--- config.mk ---
export PLATFORM = sky130hd
export DESIGN_NAME = pe_net_interface
export DESIGN_NICKNAME = d
export VERILOG_FILES = /design/src/rtl/pe_net_interface.sv
export SDC_FILE = /design/constraint.sdc
export NUM_CORES = 1
export LEC_CHECK = 0
export ABC_AREA = 1
export ABC_CLOCK_PERIOD_IN_PS = 5550
export BUFFER_PORTS_ARGS = -buffer_cell sky130_fd_sc_hd__buf_2
export CORE_MARGIN = 2
export CORE_UTILIZATION = 58
export DETAILED_ROUTE_END_ITERATION = 10
export HOLD_SLACK_MARGIN = 0.03
export PLACE_DENSITY = 0.94
export SYNTH_ARGS = -nofsm -noshare
export SYNTH_HDL_FRONTEND = slang
export SYNTH_SLANG_ARGS = --single-unit
--- constraint.sdc ---
create_clock -name clk -period 5.55 [get_ports clk]
set_clock_uncertainty 0.1 [all_clocks]
set_input_delay 0.8325 -clock clk [delete_from_list [all_inputs] [get_ports clk]]
set_output_delay 0.8325 -clock clk [all_outputs]
set_load 0.03 [all_outputs]
--- src/rtl/pe_net_interface.sv ---
// Clocked NI between a PE and the asynchronous PE port of a mesh router: 4-phase bundled-data TX/RX with an RX FIFO.
// Optional `PE_NI_ADDR_CHECK_EN`: drop packets whose dest != LOCAL_ADDR (still acked) and flag a sticky misroute_err.
module pe_net_interface #(
  parameter int         WIDTH       = 33,
  parameter logic [3:0] LOCAL_ADDR  = 4'b0101,
  parameter int         FIFO_DEPTH  = 4,
  parameter int         SYNC_STAGES = 2
) (
  input  logic                          clk,
  input  logic                          rst_n,
  input  logic                          tx_valid,
  output logic                          tx_ready,
  input  logic                          tx_type,
  input  logic [3:0]                    tx_dest,
  input  logic [27:0]                   tx_payload,
  output logic                          out_req,
  output logic [WIDTH-1:0]              out_data,
  input  logic                          out_ack,
  input  logic                          in_req,
  input  logic [WIDTH-1:0]              in_data,
  output logic                          in_ack,
  output logic                          rx_valid,
  input  logic                          rx_ready,
  output logic [WIDTH-1:0]              rx_packet,
`ifdef PE_NI_ADDR_CHECK_EN
  output logic                          misroute_err,
`endif
  output logic [$clog2(FIFO_DEPTH):0]   rx_count
);
  localparam int AW = $clog2(FIFO_DEPTH);
  localparam int CW = AW + 1;

  typedef enum logic [1:0] {TX_IDLE, TX_SETUP, TX_REQ, TX_REL} tx_state_t;
  typedef enum logic {RX_WAIT_REQ, RX_WAIT_REL} rx_state_t;

  tx_state_t tx_state, tx_next;
  rx_state_t rx_state, rx_next;

  logic [SYNC_STAGES-1:0] ack_sync, req_sync;
  logic ack_s, req_s;
  logic addr_ok, has_room, push, pop;
  logic [AW-1:0] wr_ptr, rd_ptr;
  logic [WIDTH-1:0] mem [FIFO_DEPTH];

  always_ff @(posedge clk) begin
    if (!rst_n) begin
      ack_sync <= '0;
      req_sync <= '0;
    end else begin
      ack_sync <= (ack_sync << 1) | {{(SYNC_STAGES-1){1'b0}}, out_ack};
      req_sync <= (req_sync << 1) | {{(SYNC_STAGES-1){1'b0}}, in_req};
    end
  end
  assign ack_s = ack_sync[SYNC_STAGES-1];
  assign req_s = req_sync[SYNC_STAGES-1];

  // TX: out_req is registered so the router never sees a decode glitch
  always_comb begin
    tx_next  = tx_state;
    tx_ready = rst_n && (tx_state == TX_IDLE);
    case (tx_state)
      TX_IDLE:  if (tx_valid) tx_next = TX_SETUP;
      TX_SETUP: tx_next = TX_REQ;
      TX_REQ:   if (ack_s) tx_next = TX_REL;
      TX_REL:   if (!ack_s) tx_next = TX_IDLE;
      default:  tx_next = TX_IDLE;
    endcase
  end

  always_ff @(posedge clk) begin
    if (!rst_n) begin
      tx_state <= TX_IDLE;
      out_req  <= 1'b0;
      out_data <= '0;
    end else begin
      tx_state <= tx_next;
      out_req  <= (tx_state == TX_REQ) && !ack_s;
      if (tx_state == TX_IDLE && tx_valid)
        out_data <= WIDTH'({tx_type, tx_dest, tx_payload});
    end
  end

`ifdef PE_NI_ADDR_CHECK_EN
  assign addr_ok = (in_data[31:28] == LOCAL_ADDR);
`else
  logic unused_cfg;
  assign addr_ok    = 1'b1;
  assign unused_cfg = ^LOCAL_ADDR;
`endif

  assign has_room = (rx_count < CW'(FIFO_DEPTH));
  assign rx_valid = (rx_count != '0);
  assign pop      = rx_valid && rx_ready;
  assign in_ack   = (rx_state == RX_WAIT_REL);
  assign rx_packet = mem[rd_ptr];

  // Misrouted packets are acked regardless of room so they never wedge the router
  always_comb begin
    rx_next = rx_state;
    push    = 1'b0;
    case (rx_state)
      RX_WAIT_REQ:
        if (req_s && (has_room || !addr_ok)) begin
          rx_next = RX_WAIT_REL;
          push    = addr_ok;
        end
      RX_WAIT_REL: if (!req_s) rx_next = RX_WAIT_REQ;
      default:     rx_next = RX_WAIT_REQ;
    endcase
  end

  always_ff @(posedge clk) begin
    if (!rst_n) begin
      rx_state <= RX_WAIT_REQ;
      wr_ptr   <= '0;
      rd_ptr   <= '0;
      rx_count <= '0;
    end else begin
      rx_state <= rx_next;
      if (push) wr_ptr <= wr_ptr + 1'b1;
      if (pop)  rd_ptr <= rd_ptr + 1'b1;
      case ({push, pop})
        2'b10:   rx_count <= rx_count + 1'b1;
        2'b01:   rx_count <= rx_count - 1'b1;
        default: rx_count <= rx_count;
      endcase
    end
  end

  always_ff @(posedge clk) begin
    if (push) mem[wr_ptr] <= in_data;
  end

`ifdef PE_NI_ADDR_CHECK_EN
  always_ff @(posedge clk) begin
    if (!rst_n)
      misroute_err <= 1'b0;
    else if (rx_state == RX_WAIT_REQ && req_s && !addr_ok)
      misroute_err <= 1'b1;
  end
`endif

endmodule

==> impl_metrics.toml, run 1 <==
[status]
status = "completed"

[synth]
synth_edf_count = 132
ys_ff_latch = 182
yosysUniqueCellTypes = 21
netlist_instances = 571
syn_avg_cell_area_um2 = 12.02
yosysWarnings = 0
ys_seq_area_share_pct = 72.36
synth_common_cells = "nor2_1 (146), edfxtp_1 (132), o21ai_0 (79)"
synth_fp_nets = 653
synth.most_common_cell = "nor2_1"
synth_flop_cell = "edfxtp_1"
synth_top_cell_by_area = "edfxtp_1"
synth-async-reset-ratio_pct = 0
yosysTopAreaCellShare_pct = 57.77
mappedNetlistArea_um2 = 6862
yosys-top-cells-area = "edfxtp_1 (58%), dfxtp_1 (15%), nor2_1 (8.0%)"

[cts]
cts-resized-gates = 0
ctsHoldBuffers = 0
cts-buffers-inserted = 17
h-tree-depth = 4
postCtsSetupRepairBufs = 0
cts-root-buf = "clkbuf_16"
clock-sinks = 182
path_clk_slew_ps = 60
insertion_delay_ps = 430
clk_path_buf_depth = 2
cts_tree = "built"

[detailed_routing]
avgViaCountPerCell = 5.490
route.detailed.drc = 0
drt_wl_total_um = 13850
post_drt_wl_per_cell_um = 16.09
postRouteAntennaNets = 0
drtIter0Drc = 445
via_count = 4727
dr.pass1.iters = 5

[setup_path]
worstSetupPathType = "flop to primary output"
critPathArrivalTime_ps = 2190
startpoint_type = "flop"
cp_max_fo = 66
end_kind = "primary output"
required_ps = 4620

[placement]
gp_congestion = 0.8072
dpl.hpwl_um = 8457
dp_cells = 829
io_buffers = 144

[finish]
n_fill_cell = 711
layout.cells.non_filler = 861
diodes = 0
multi_input_area_um2 = 1595
syn_to_final_growth_pct = 19.20
nets = 787
layout-drive-gt1-share_pct = 25.21
final_util_pct = 71.33
ff_latch_area_um2 = 4966

[worst_hold_path]
hold_path_class = "flop to flop"

[global_routing]
antenna_found_initial = 0
grt_pass1_vias = 4685
grt_overflow = 0
grt_max_degree = 67
globalRouteTotalUtil_pct = 22.53
grt_pass1_wl_um = 21960

[floorplanning]
ios = 145
design.core.area_um2 = 11470
num_rows = 39
start_util_pct = 59.84
dieArea_um2 = 12720
dieHeight_um = 112.8
dieWidth_um = 112.8

[sta]
period_share_pct = 56.32
setup_tns_ps = 0
setup_viol = 0
hold_viol = 0
fin_crit_ps = 3126
fmax_ghz = 0.3199
grt_setup_unrepaired = "no"
tightest_slew_ps = 1094
slew_headroom_pct = 26.92
drv_slew = 0

[power_and_ir_drop]
power_density_nw_per_um2 = 479.5
p_leak_uw = 0.003235
peakVddDrop_mv = 0.3536

[run]
drv_cap = 0
## worst paths after layout
path                   end  slack (ps)  depth (start not counted)         from
max reg2reg     mem[1][17]        3430                          3  rx_count[2]
max          rx_packet[14]        2420                          4         flop
min            req_sync[1]         330                          2  req_sync[0]
min reg2reg    req_sync[1]         330                          2  req_sync[0]
## routing by layer
metal  routed length [um]  global-route usage (%)  vias to the layer above
li1                     -                       -                     2266
met1                 5489                   26.08                     2222
met2                 6900                   37.84                      220
met3                 1259                   9.266                       19
met4                  204                   8.374                        0
met5                    0                       0                        -
## power breakdown
group          total (uW)  switching [uW]  internal, uW
clock                1200             461           742
sequential           1630            56.6          1570
combinational        1090             801           292
## cells by family (layout without fill, tap and decap cells)
group / Yosys count / count (layout) / share of synthesized area, %
flip-flops: 182 / 182 / 72.36
AND/OR/NAND/NOR: 176 / 176 / 9.847
AO/OA/AOI/OAI: 143 / 143 / 11.03
buffers and inverters: 60 / 207 / 4.832
adder cells (fa/ha/maj): 10 / 10 / 1.933
## final cells by class
type                       count  share of cell area (%)
sequential                   182                   60.72
multi-input combinational    329                   19.50
timing repair buffer         146                   8.995
clock buffer                  19                   5.293
tap                          143                   2.188
clock inverter                13                   1.973
inverter                      29                   1.331
## per-stage QoR
stage | power [uW] | area, um2 | hold WS [ps] | setup WS (ps)
after floorplan | 2481 | 6862 | 290.5 | 2911
after global routing | 4104 | 8179 | 347.2 | 2247
after global placement | 2695 | 7585 | 293.3 | 2925
final | 3922 | 8179 | 330.1 | 2424
after CTS | 3941 | 8179 | 335.7 | 2409
after detailed placement | 2744 | 7585 | 307.1 | 2878
## registers in the layout, summed over array words and instances, names as in the netlist, named ones only
signal,cells
in_ack,1
ack_sync,2
rx_count,3
req_sync,2
out_req,1
tx_state,2
rd_ptr,2
wr_ptr,2
mem,132
out_data,33
## critical path, cell delays in order, from the launching register on
cell and delay (ps):
dfxtp_2 320, inv_2 750, o21ai_0 220, o22ai_1 210, buf_2 240
## cells in the final DEF, fill, tap and decap left out, drive strengths merged
cell type	count
clkinvlp	1
buf	146
nand3	6
o21ai	103
clkinv	8
nor2	146
fa	1
clkbuf	19
edfxtp	132
a21oi	7
ha	9
nand2	24
inv	29
bufinv	4
dfxtp	50
o22ai	33
No activity file was read; power rests on OpenSTA's default activity.
==> run 2: changes to the inputs <==
Settings changed: ABC_CLOCK_PERIOD_IN_PS 5550 to 2850, CORE_UTILIZATION 58 to 49, PLACE_DENSITY 0.94 to 0.86.
Clock period 5.55 ns to 2.85 ns, I/O delays scaled along.
==> impl_metrics.toml, run 2 (synthesis gave the netlist of run 1 again) <==
[power_and_ir_drop]
p_leak_uw = 0.003298
power_density_nw_per_um2 = 939.5
peakVddDrop_mv = 0.4472

[finish]
diodes = 0
largest_reg_flops = 132
top_register = "mem"
n_fill_cell = 1089
nets = 794
syn_to_final_growth_pct = 21.63
reg.largest.list = "mem: 132 flops, out_data: 33 flops, rx_count: 3 flops"
final_cell_mix = "buf_2 (144), nor2_1 (142), edfxtp_1 (132), o21ai_0 (79), dfxtp_1 (49)"
final_common_cell = "buf_2"
layout.cells.non_filler = 905
layout-drive-gt1-share_pct = 26.76

[sta]
period_share_pct = 92.96
tightest_slew_ps = 653.3
setup_tns_ps = 0
grt_setup_unrepaired = "no"
setup_viol = 0
drv_slew = 0
slew_headroom_pct = 56.45
hold_slack_ps = 87.93
hold_viol = 0
fmax_ghz = 0.3774
fin_crit_ps = 2649

[cts]
cts-root-buf = "clkbuf_16"
cts-resized-gates = 0
postCtsSetupRepairBufs = 0
cts_tree = "built"
ctsHoldBuffers = 0
cts-buffers-inserted = 17
h-tree-depth = 4
clk_path_buf_depth = 2
path_clk_slew_ps = 60
insertion_delay_ps = 420
clock-sinks = 182

[detailed_routing]
dr.pass1.iters = 5
drt_wl_total_um = 14250
route.detailed.drc = 0
via_count = 4645
drtIter0Drc = 410
postRouteAntennaNets = 0
post_drt_wl_per_cell_um = 15.75
avgViaCountPerCell = 5.133

[setup_path]
required_ps = 2320
critPathArrivalTime_ps = 2120
startpoint_type = "flop"
rr_worst_depth = 11
end_kind = "primary output"
cp_max_fo = 33
worstSetupPathType = "flop to primary output"

[status]
status = "completed"

[global_routing]
globalRouteTotalUtil_pct = 19.70
grt_max_degree = 67
antenna_found_initial = 1
grt_overflow = 0
grt_pass1_wl_um = 22080
grt_pass1_vias = 4645

[placement]
io_buffers = 144
gp_congestion = 0.7382
dp_cells = 873
dpl.hpwl_um = 8632

[floorplanning]
dieArea_um2 = 14970
dieHeight_um = 122.3
num_rows = 43
ios = 145
design.core.area_um2 = 13770
start_util_pct = 49.82
dieWidth_um = 122.3

[run]
drv_cap = 0

[worst_hold_path]
whs_path_depth = 3
hold_path_class = "primary input to flop"
[run 2: cell types whose count changed in the layout (fill, tap and decap cells not counted), sizes merged]
cell,previous run,this run
clkinv,8,4
clkbuf,19,17
inv,29,32
clkinvlp,1,3
bufinv,4,5
buf,146,153
[run 2: routing by layer]
layer	routed length [um]	global-route usage, %	share of wire (%)	up-vias
met2	7221	33.72	51	189
met3	1185	6.877	8.3	10
met4	127	8.261	0.89	2
met1	5707	22.45	40	2166
li1	-	-	-	2278
met5	7	0	0.049	-
[run 2: worst paths after layout]
check / startpoint / to / slack [ps]
setup / recovery: flop / rx_packet[29] / 200
hold reg to reg: ack_sync[0] / ack_sync[1] / 310
hold / removal: in_req / req_sync[0] / 90
setup reg to reg: rx_count[2] / rx_count[2] / 860
[run 2: cell type report]
| type | instances | area [um2] | area share [%] |
|---|---|---|---|
| Inverter | 29 | 108.9 | 1.304 |
| Timing Repair Buffer | 153 | 800.8 | 9.595 |
| Clock buffer | 17 | 425.4 | 5.097 |
| Multi-Input combinational cell | 329 | 1595 | 19.12 |
| Tap cell | 180 | 225.2 | 2.699 |
| Clock inverter | 15 | 224.0 | 2.684 |
| Sequential cell | 182 | 4966 | 59.51 |
[run 2: through the flow]
step	util (%)	instance area, um2	power [uW]	worst slack, ps
5_1_grt	60.59	8346	8204	18.67
3_3_place_gp	55.88	7696	5299	807.1
3_5_place_dp	55.88	7696	5360	692.2
2_1_floorplan	-	6862	4832	211.3
6_report	60.59	8346	7841	200.6
4_1_cts	60.59	8346	7884	140.4
[run 2: power by group]
part	switching (uW)	leakage (uW)	internal [uW]	total, uW
registers	113	0.00160	3050	3170
clock network	969	0.000309	1560	2530
logic	1560	0.00138	588	2140
[run 2: critical path: stages, from the launching register on]
cell and delay [ps]:
dfxtp_1 470, inv_2 490, o21ai_0 220, o22ai_1 260
buf_2 250
